## config.mk

```make
export PLATFORM = sky130hd
export DESIGN_NAME = rr_arbiter
export DESIGN_NICKNAME = d
export VERILOG_FILES = /design/src/rtl/arb_pkg.sv /design/src/rtl/rr_pick.sv /design/src/rtl/rr_arbiter.sv
export SDC_FILE = /design/constraint.sdc
export NUM_CORES = 1
export LEC_CHECK = 0
export CAP_MARGIN = 20
export CORE_AREA = 5 5 42 44
export CTS_CLUSTER_DIAMETER = 60
export DETAILED_ROUTE_END_ITERATION = 16
export DIE_AREA = 0 0 47 49
export GPL_TIMING_DRIVEN = 0
export HOLD_SLACK_MARGIN = 0.02
export REMOVE_ABC_BUFFERS = 1
export SLEW_MARGIN = 10
export SYNTH_ARGS = -nofsm -noshare
export SYNTH_HDL_FRONTEND = slang
export SYNTH_SLANG_ARGS = --single-unit
```

## constraint.sdc

```tcl
create_clock -name clk -period 6.5 [get_ports clk]
set_input_delay 1.625 -clock clk [delete_from_list [all_inputs] [get_ports clk]]
set_output_delay 1.625 -clock clk [all_outputs]
set_load 0.01 [all_outputs]
```

## src/rtl/arb_pkg.sv

```systemverilog
// rtl/arb_pkg.sv - shared arbiter types and modulo-N index helpers
package arb_pkg;

  typedef enum logic {
    ARB_FREE = 1'b0,
    ARB_HELD = 1'b1
  } arb_state_e;

  // (base + off) mod n, for 0 <= base < n and 0 <= off < n; never wraps at 2^IdxW
  function automatic int wrap_add(input int base, input int off, input int n);
    int sum;
    sum = base + off;
    if (sum >= n) begin
      sum = sum - n;
    end
    return sum;
  endfunction

  // Successor of idx among n requesters, wrapping to 0 after n-1
  function automatic int wrap_inc(input int idx, input int n);
    return wrap_add(idx, (n > 1) ? 1 : 0, n);
  endfunction

endpackage

```

## src/rtl/rr_pick.sv

```systemverilog
// rtl/rr_pick.sv - combinational rotating-priority picker starting at ptr
module rr_pick
  import arb_pkg::*;
#(
  parameter int Inputs = 4,
  parameter int IdxW   = (Inputs > 1) ? $clog2(Inputs) : 1
) (
  input  logic            req [Inputs],
  input  logic [IdxW-1:0] ptr,
  output logic            found,
  output logic [IdxW-1:0] idx
);

  logic [IdxW-1:0] cand;

  // Walk ptr, ptr+1, ... modulo Inputs and keep the first requester seen
  always_comb begin
    found = 1'b0;
    idx   = '0;
    cand  = '0;
    for (int k = 0; k < Inputs; k++) begin
      cand = IdxW'(wrap_add(int'(ptr), k, Inputs));
      if (!found && req[cand]) begin
        found = 1'b1;
        idx   = cand;
      end
    end
  end

endmodule

```

## src/rtl/rr_arbiter.sv

```systemverilog
// rtl/rr_arbiter.sv - round-robin arbiter with held grant over valid/ready
module rr_arbiter
  import arb_pkg::*;
#(
  parameter int Inputs = 4,
  parameter int IdxW   = (Inputs > 1) ? $clog2(Inputs) : 1
) (
  input  logic            clk,
  input  logic            rst,
  input  logic            req     [Inputs],
  output logic            gnt     [Inputs],
  output logic [IdxW-1:0] gnt_idx,
  output logic            valid,
  input  logic            ready,
  output logic            ack     [Inputs]
);

  arb_state_e      state_q, state_d;
  logic [IdxW-1:0] ptr_q, ptr_d;
  logic [IdxW-1:0] held_idx_q, held_idx_d;

  logic            pick_found;
  logic [IdxW-1:0] pick_idx;
  logic [IdxW-1:0] sel_idx;

  rr_pick #(
    .Inputs (Inputs),
    .IdxW   (IdxW)
  ) u_pick (
    .req   (req),
    .ptr   (ptr_q),
    .found (pick_found),
    .idx   (pick_idx)
  );

  // Grant outputs depend only on state and req; ready reaches nothing but ack
  always_comb begin
    sel_idx = (state_q == ARB_HELD) ? held_idx_q : pick_idx;
    valid   = (state_q == ARB_HELD) || pick_found;
    gnt_idx = valid ? sel_idx : '0;
    for (int i = 0; i < Inputs; i++) begin
      gnt[i] = valid && (sel_idx == IdxW'(i));
      ack[i] = valid && (sel_idx == IdxW'(i)) && ready;
    end
  end

  // Pointer moves only on a completed transfer; a stall latches the pick
  always_comb begin
    state_d    = state_q;
    ptr_d      = ptr_q;
    held_idx_d = held_idx_q;
    case (state_q)
      ARB_FREE: begin
        if (pick_found) begin
          if (ready) begin
            ptr_d = IdxW'(wrap_inc(int'(pick_idx), Inputs));
          end else begin
            held_idx_d = pick_idx;
            state_d    = ARB_HELD;
          end
        end
      end
      ARB_HELD: begin
        if (ready) begin
          ptr_d   = IdxW'(wrap_inc(int'(held_idx_q), Inputs));
          state_d = ARB_FREE;
        end
      end
    endcase
  end

  // State registers; reset abandons any held grant
  always_ff @(posedge clk) begin
    if (rst) begin
      state_q    <= ARB_FREE;
      ptr_q      <= '0;
      held_idx_q <= '0;
    end else begin
      state_q    <= state_d;
      ptr_q      <= ptr_d;
      held_idx_q <= held_idx_d;
    end
  end

endmodule

```

Word-level counts from Yosys, hierarchy flattened:

Cells that the tools add are included.

* add/sub/neg operators: 11
* order comparisons: 10
* equality and inequality tests: 6
* muxes and demuxes: 35
* bitwise logic cells: 6
* reductions and logical operators: 18

Operator list (count)
* 2-bit two-way mux: 15
* 3-bit >= comparator, second input constant: 9
* 1-bit two-way mux: 14
* 2-bit inverter with 3-bit output: 4
* 2-bit by 1-bit subtractor with 2-bit output, second input constant: 6
* 1-bit logical AND: 11
* 2-bit by 1-bit adder with 3-bit output, second input constant: 3
* 1-bit binary-select mux with 2-bit select: 4
* 2-bit by 2-bit adder with 3-bit output, second input constant: 2
* 2-bit inequality test, second input constant: 3
* 3-bit AND reduction: 2
* 2-bit equality test, second input constant: 2
* 2-bit one-hot mux with 2 select lines: 1
* 2-bit by 3-bit >= comparator with 1-bit output, second input constant: 1
* 1-bit logical NOT: 3
* 2-bit by 1-bit equality test with 1-bit output, second input constant: 1
* 2-bit logical NOT: 1
* 1-bit inverter: 2
* 1-bit one-hot mux with 2 select lines: 1
* 1-bit logical OR: 1

* bits in registers: 5
* input bits: 7
* word-level logic and storage cells: 89

Longest topological paths before layout:

Gate-level depths: netlist (run 1).

* depth in word-level cells: 22
* depth in mapped cells: 8

Cells and area by module:

From an unflattened synthesis (run 1), not the netlist that was laid out.

* cell total of the unflattened synthesis: 54
* area, all modules: 415.4 µm²

By module, submodules not included
* rr_arbiter: instances 1, cells each 39, area an instance 337.8 µm²
* rr_pick: instances 1, cells each 15, area an instance 77.6 µm²

Worst setup path before layout (run 1):

Ideal clock, no wire load.

* path kind: input -> output
* start point: input req[1] (netlist name)
* end point: output ack[1] (netlist name)
* data arrival time: 2.725 ns
* path slack: 2.150 ns
* cell stages on the path: 6
* path through: mux2i_1 nor2_1 nor4_1 a21oi_1 ha_1 and3_1

RTL lines
* start, declared: line rr_arbiter.sv:10 `input logic req [Inputs],`
* end, declared: line rr_arbiter.sv:15 `output logic ack [Inputs]`

==> flow_summary.toml, run 1 <==
[die]
start_util = 0.3107
die_y_um = 49
core_area_mm2 = 0.001401
die_area_mm2 = 0.002303
boundaryPins = 18
placementRows = 14
dieWidth_um = 47

[clock_network]
cts_resized = 0
path_clk_slew_ns = 0.05
ctsRootBufferMaster = "clkbuf_4"
cts_tree = "yes"
clk_latency_ns = 0.25
htree_levels = 1
clock-sinks = 5
cts_made_buffers = 3
hold_buffers = 0
cts_buffer_depth = 2
cts_setup_buffers = 0

[grt]
grt_usage = 0.1085
grt_max_degree = 14
antenna_found_initial = 0
grt_pass1_vias = 428
grt.overflow.total = 0
grt_pass1_wl_um = 1890

[layout]
seq_area_um2 = 100.1
fill_cells = 145
diodes = 0
drive_gt1_frac = 0.03947
fin_util = 0.4554
multiInputGateArea_um2 = 317.8
fin_area_um2 = 638.1
area_growth_pct = 46.55
fin_nets = 88

[worst_setup_path]
critPathArrivalTime_ns = 4.00
start_kind = "primary input"
path_class = "in -> out"
max_stage_delay_ns = 0.63
critical_path.cell_chain = "clkdlybuf4s50_1, mux2i_1, nor2_1, nor4_1, a21oi_1, ha_1, and3_1, clkdlybuf4s50_1"
required_ns = 4.88
crit_buf_inv = 2
end_kind = "output pin"
critical_path.top_delay_family = "buffers and inverters"
cp_common_cell = "clkdlybuf4s50_1"
cp_slowest_cell = "nor4_1"
path_max_fanout = 6

[yosys]
synth.cell_area_um2 = 435.4
synth_xor_area_frac = 0
synth.distinct_cells = 27
synth_seq_cells = 5
ys_seq_area_frac = 0.2299
ys_warn_count = 0
syn_area_per_cell_um2 = 7.507
syn_inst = 58
synth_compound_area_frac = 0.2500
synth_simple_gate_area_frac = 0.3420
synth_fa_ha_area_frac = 0.1149
synthMuxAreaShare = 0.02299
synth_top_family_by_area = "simple AND/OR/NAND/NOR gates"

[sta]
slew_headroom = 0.5249
min_period_over_period = 0.8656
rsz0062_at_grt = "false"
maxSlewViolCount = 0
timing_hold_violations_final = 0
fin_crit_ns = 5.627
worst_slew_pin_slew_ns = 0.7061
fmax_mhz = 177.7
finalSetupViolations = 0
finClkSkew_ns = 0.01061
tns_ns = 0

[routing]
drtIter0Drc = 10
drc = 0
wl_um = 1112
via_per_inst = 4.978
antenna_left = 0
vias = 458
first_pass_iters = 4
wl_per_cell_um = 12.09

[place]
place_hpwl_um = 840.1
io_buffers = 17
place.gp.congestion = 0.7570
place_area_um2 = 611.8

[pwr]
switching_share = 0.3109
p_comb_frac = 0.381
p_clk_frac = 0.308
p_leak_nw = 0.2578
switchingPower_w = 0.00003699
p_seq_frac = 0.311
p_per_area_mw_per_mm2 = 186.5
p_int_w = 0.00008199
vdd_ir_drop_max_v = 0.0001420
p_total_w = 0.0001190

[min_path]
hp-class = "reg -> reg"

[job]
max_cap_violations = 0

[outcome]
status = "completed"
cells in the final DEF (no fill, tap or decap), drive strengths merged:
cell type / n
o221ai: 1
a21oi: 7
nor3b: 1
mux2i: 1
o21ai: 4
clkbuf: 4
a211o: 1
nand3b: 1
nor2: 2
a21o: 2
nand3: 1
and3: 4
clkdlybuf4s50: 17
o21a: 2
o22ai: 1
nor4: 2
or4: 2
nand2: 5
nor3: 1
inv: 1
or3: 1
and2: 4
nand2b: 1
dfxtp: 5
or2b: 1
ha: 4
synth_stat cells:
| library cell | instances | share of area |
|---|---|---|
| a21oi_1 | 7 | 0.080 |
| dfxtp_1 | 5 | 0.23 |
| nand2_1 | 5 | 0.043 |
| and2_1 | 4 | 0.057 |
| and3_1 | 4 | 0.057 |
| ha_1 | 4 | 0.11 |
| o21ai_0 | 4 | 0.046 |
| a21o_1 | 2 | 0.034 |
| nor2_1 | 2 | 0.017 |
| nor4_1 | 2 | 0.029 |
| o21a_1 | 2 | 0.034 |
| or4_1 | 2 | 0.034 |
| a211o_1 | 1 | 0.020 |
| buf_2 | 1 | 0.011 |
| clkbuf_1 | 1 | 0.0086 |
| clkbuf_2 | 1 | 0.011 |
| inv_1 | 1 | 0.0086 |
| mux2i_1 | 1 | 0.023 |
| nand2b_1 | 1 | 0.014 |
| nand3_1 | 1 | 0.011 |
| nand3b_1 | 1 | 0.017 |
| nor3_1 | 1 | 0.011 |
| nor3b_1 | 1 | 0.017 |
| o221ai_1 | 1 | 0.020 |
| o22ai_1 | 1 | 0.014 |
| or2b_1 | 1 | 0.017 |
| or3_1 | 1 | 0.014 |
layout make-up:
cell class / count / share of cell area
multi-input combinational: 49 / 0.4980
clock buffer: 4 / 0.04118
sequential: 5 / 0.1569
timing repair buffer: 17 / 0.2667
tap: 16 / 0.03137
inverter: 1 / 0.005882
final timing paths:
kind	cells after the start	slack, ns	startpoint	end
max	8	0.87	req[3]	ack[1]
min	2	0.46	held_idx_q[1]	held_idx_q[1]
max reg2reg	7	4.41	ptr_q[1]	ptr_q[1]
min reg2reg	2	0.46	held_idx_q[1]	held_idx_q[1]
per-stage QoR:
step / setup slack (ns) / hold slack [ns] / instances
after floorplan: 2.150 / 0.4305 / 55
after global placement: 0.8930 / 0.4501 / 88
after detailed placement: 0.8783 / 0.4541 / 88
after CTS: 0.8781 / 0.4619 / 92
after global routing: 0.6846 / 0.4825 / 92
final: 0.8733 / 0.4648 / 92
worst reg2reg max path, stage by stage, from the launching register on:
cell and delay [ns]:
dfxtp_1 0.46, mux2i_1 0.22, nor2_1 0.06, nor4_1 0.63, a21oi_1 0.15, ha_1 0.32
nand3_1 0.06, a21oi_1 0.12
sequential cells by signal, summed over array words and instances, names as in the netlist:
register and count:
ptr_q 2, state_q 1, held_idx_q 2
layer usage:
layer  vias to the layer above  global-route usage  wire length [um]
met1                       200              0.1652               582
met2                        10              0.1357               468
met3                         0             0.04797                61
li1                        248                   -                 -
met5                         -                   0                 0
met4                         0             0.02765                 0
logic make-up after synthesis:
family	count (synthesis)
AOI/OAI and AO/OA	18
adders and majority gates	4
buffers and inverters	4
DFF	5
muxes	1
and+or+nand+nor	26
power by group through the flow:
stage                logic, W  registers [W]  clock network, W
finish              0.0000453      0.0000370         0.0000366
global route        0.0000500      0.0000374         0.0000412
CTS                 0.0000460      0.0000369         0.0000381
detailed placement  0.0000458      0.0000375                 0
global placement    0.0000455      0.0000374                 0
floorplan           0.0000230      0.0000364                 0
Note: power is estimated with default switching activity, not from simulation.
==> run 2, diff against run 1 <==
--- a/config.mk
+++ b/config.mk
@@ -10,6 +10,7 @@
 export CTS_CLUSTER_DIAMETER = 60
 export DETAILED_ROUTE_END_ITERATION = 16
 export DIE_AREA = 0 0 47 49
+export GPL_ROUTABILITY_DRIVEN = 0
 export GPL_TIMING_DRIVEN = 0
 export HOLD_SLACK_MARGIN = 0.02
 export REMOVE_ABC_BUFFERS = 1
==> results of run 2 <==
No change in the layout: final DEF, timing and power equal those of run 1.
==> run 3, diff against run 2 <==
==> constraint.sdc (replaced) <==
create_clock -name clk -period 5.5 [get_ports clk]
set_input_delay 1.375 -clock clk [delete_from_list [all_inputs] [get_ports clk]]
set_output_delay 1.375 -clock clk [all_outputs]
set_load 0.01 [all_outputs]
==> results of run 3 <==
The final DEF is identical to that of run 1. Status: completed.
Main changes from that run: setup slack after placement 0.8783 ns -> 0.3783 ns; setup slack after layout 0.8733 ns -> 0.3733 ns; register-to-register setup slack 4.41 ns -> 3.41 ns; total power 0.0001190 W -> 0.0001406 W; worst IR drop on VDD 0.0001420 V -> 0.0001678 V
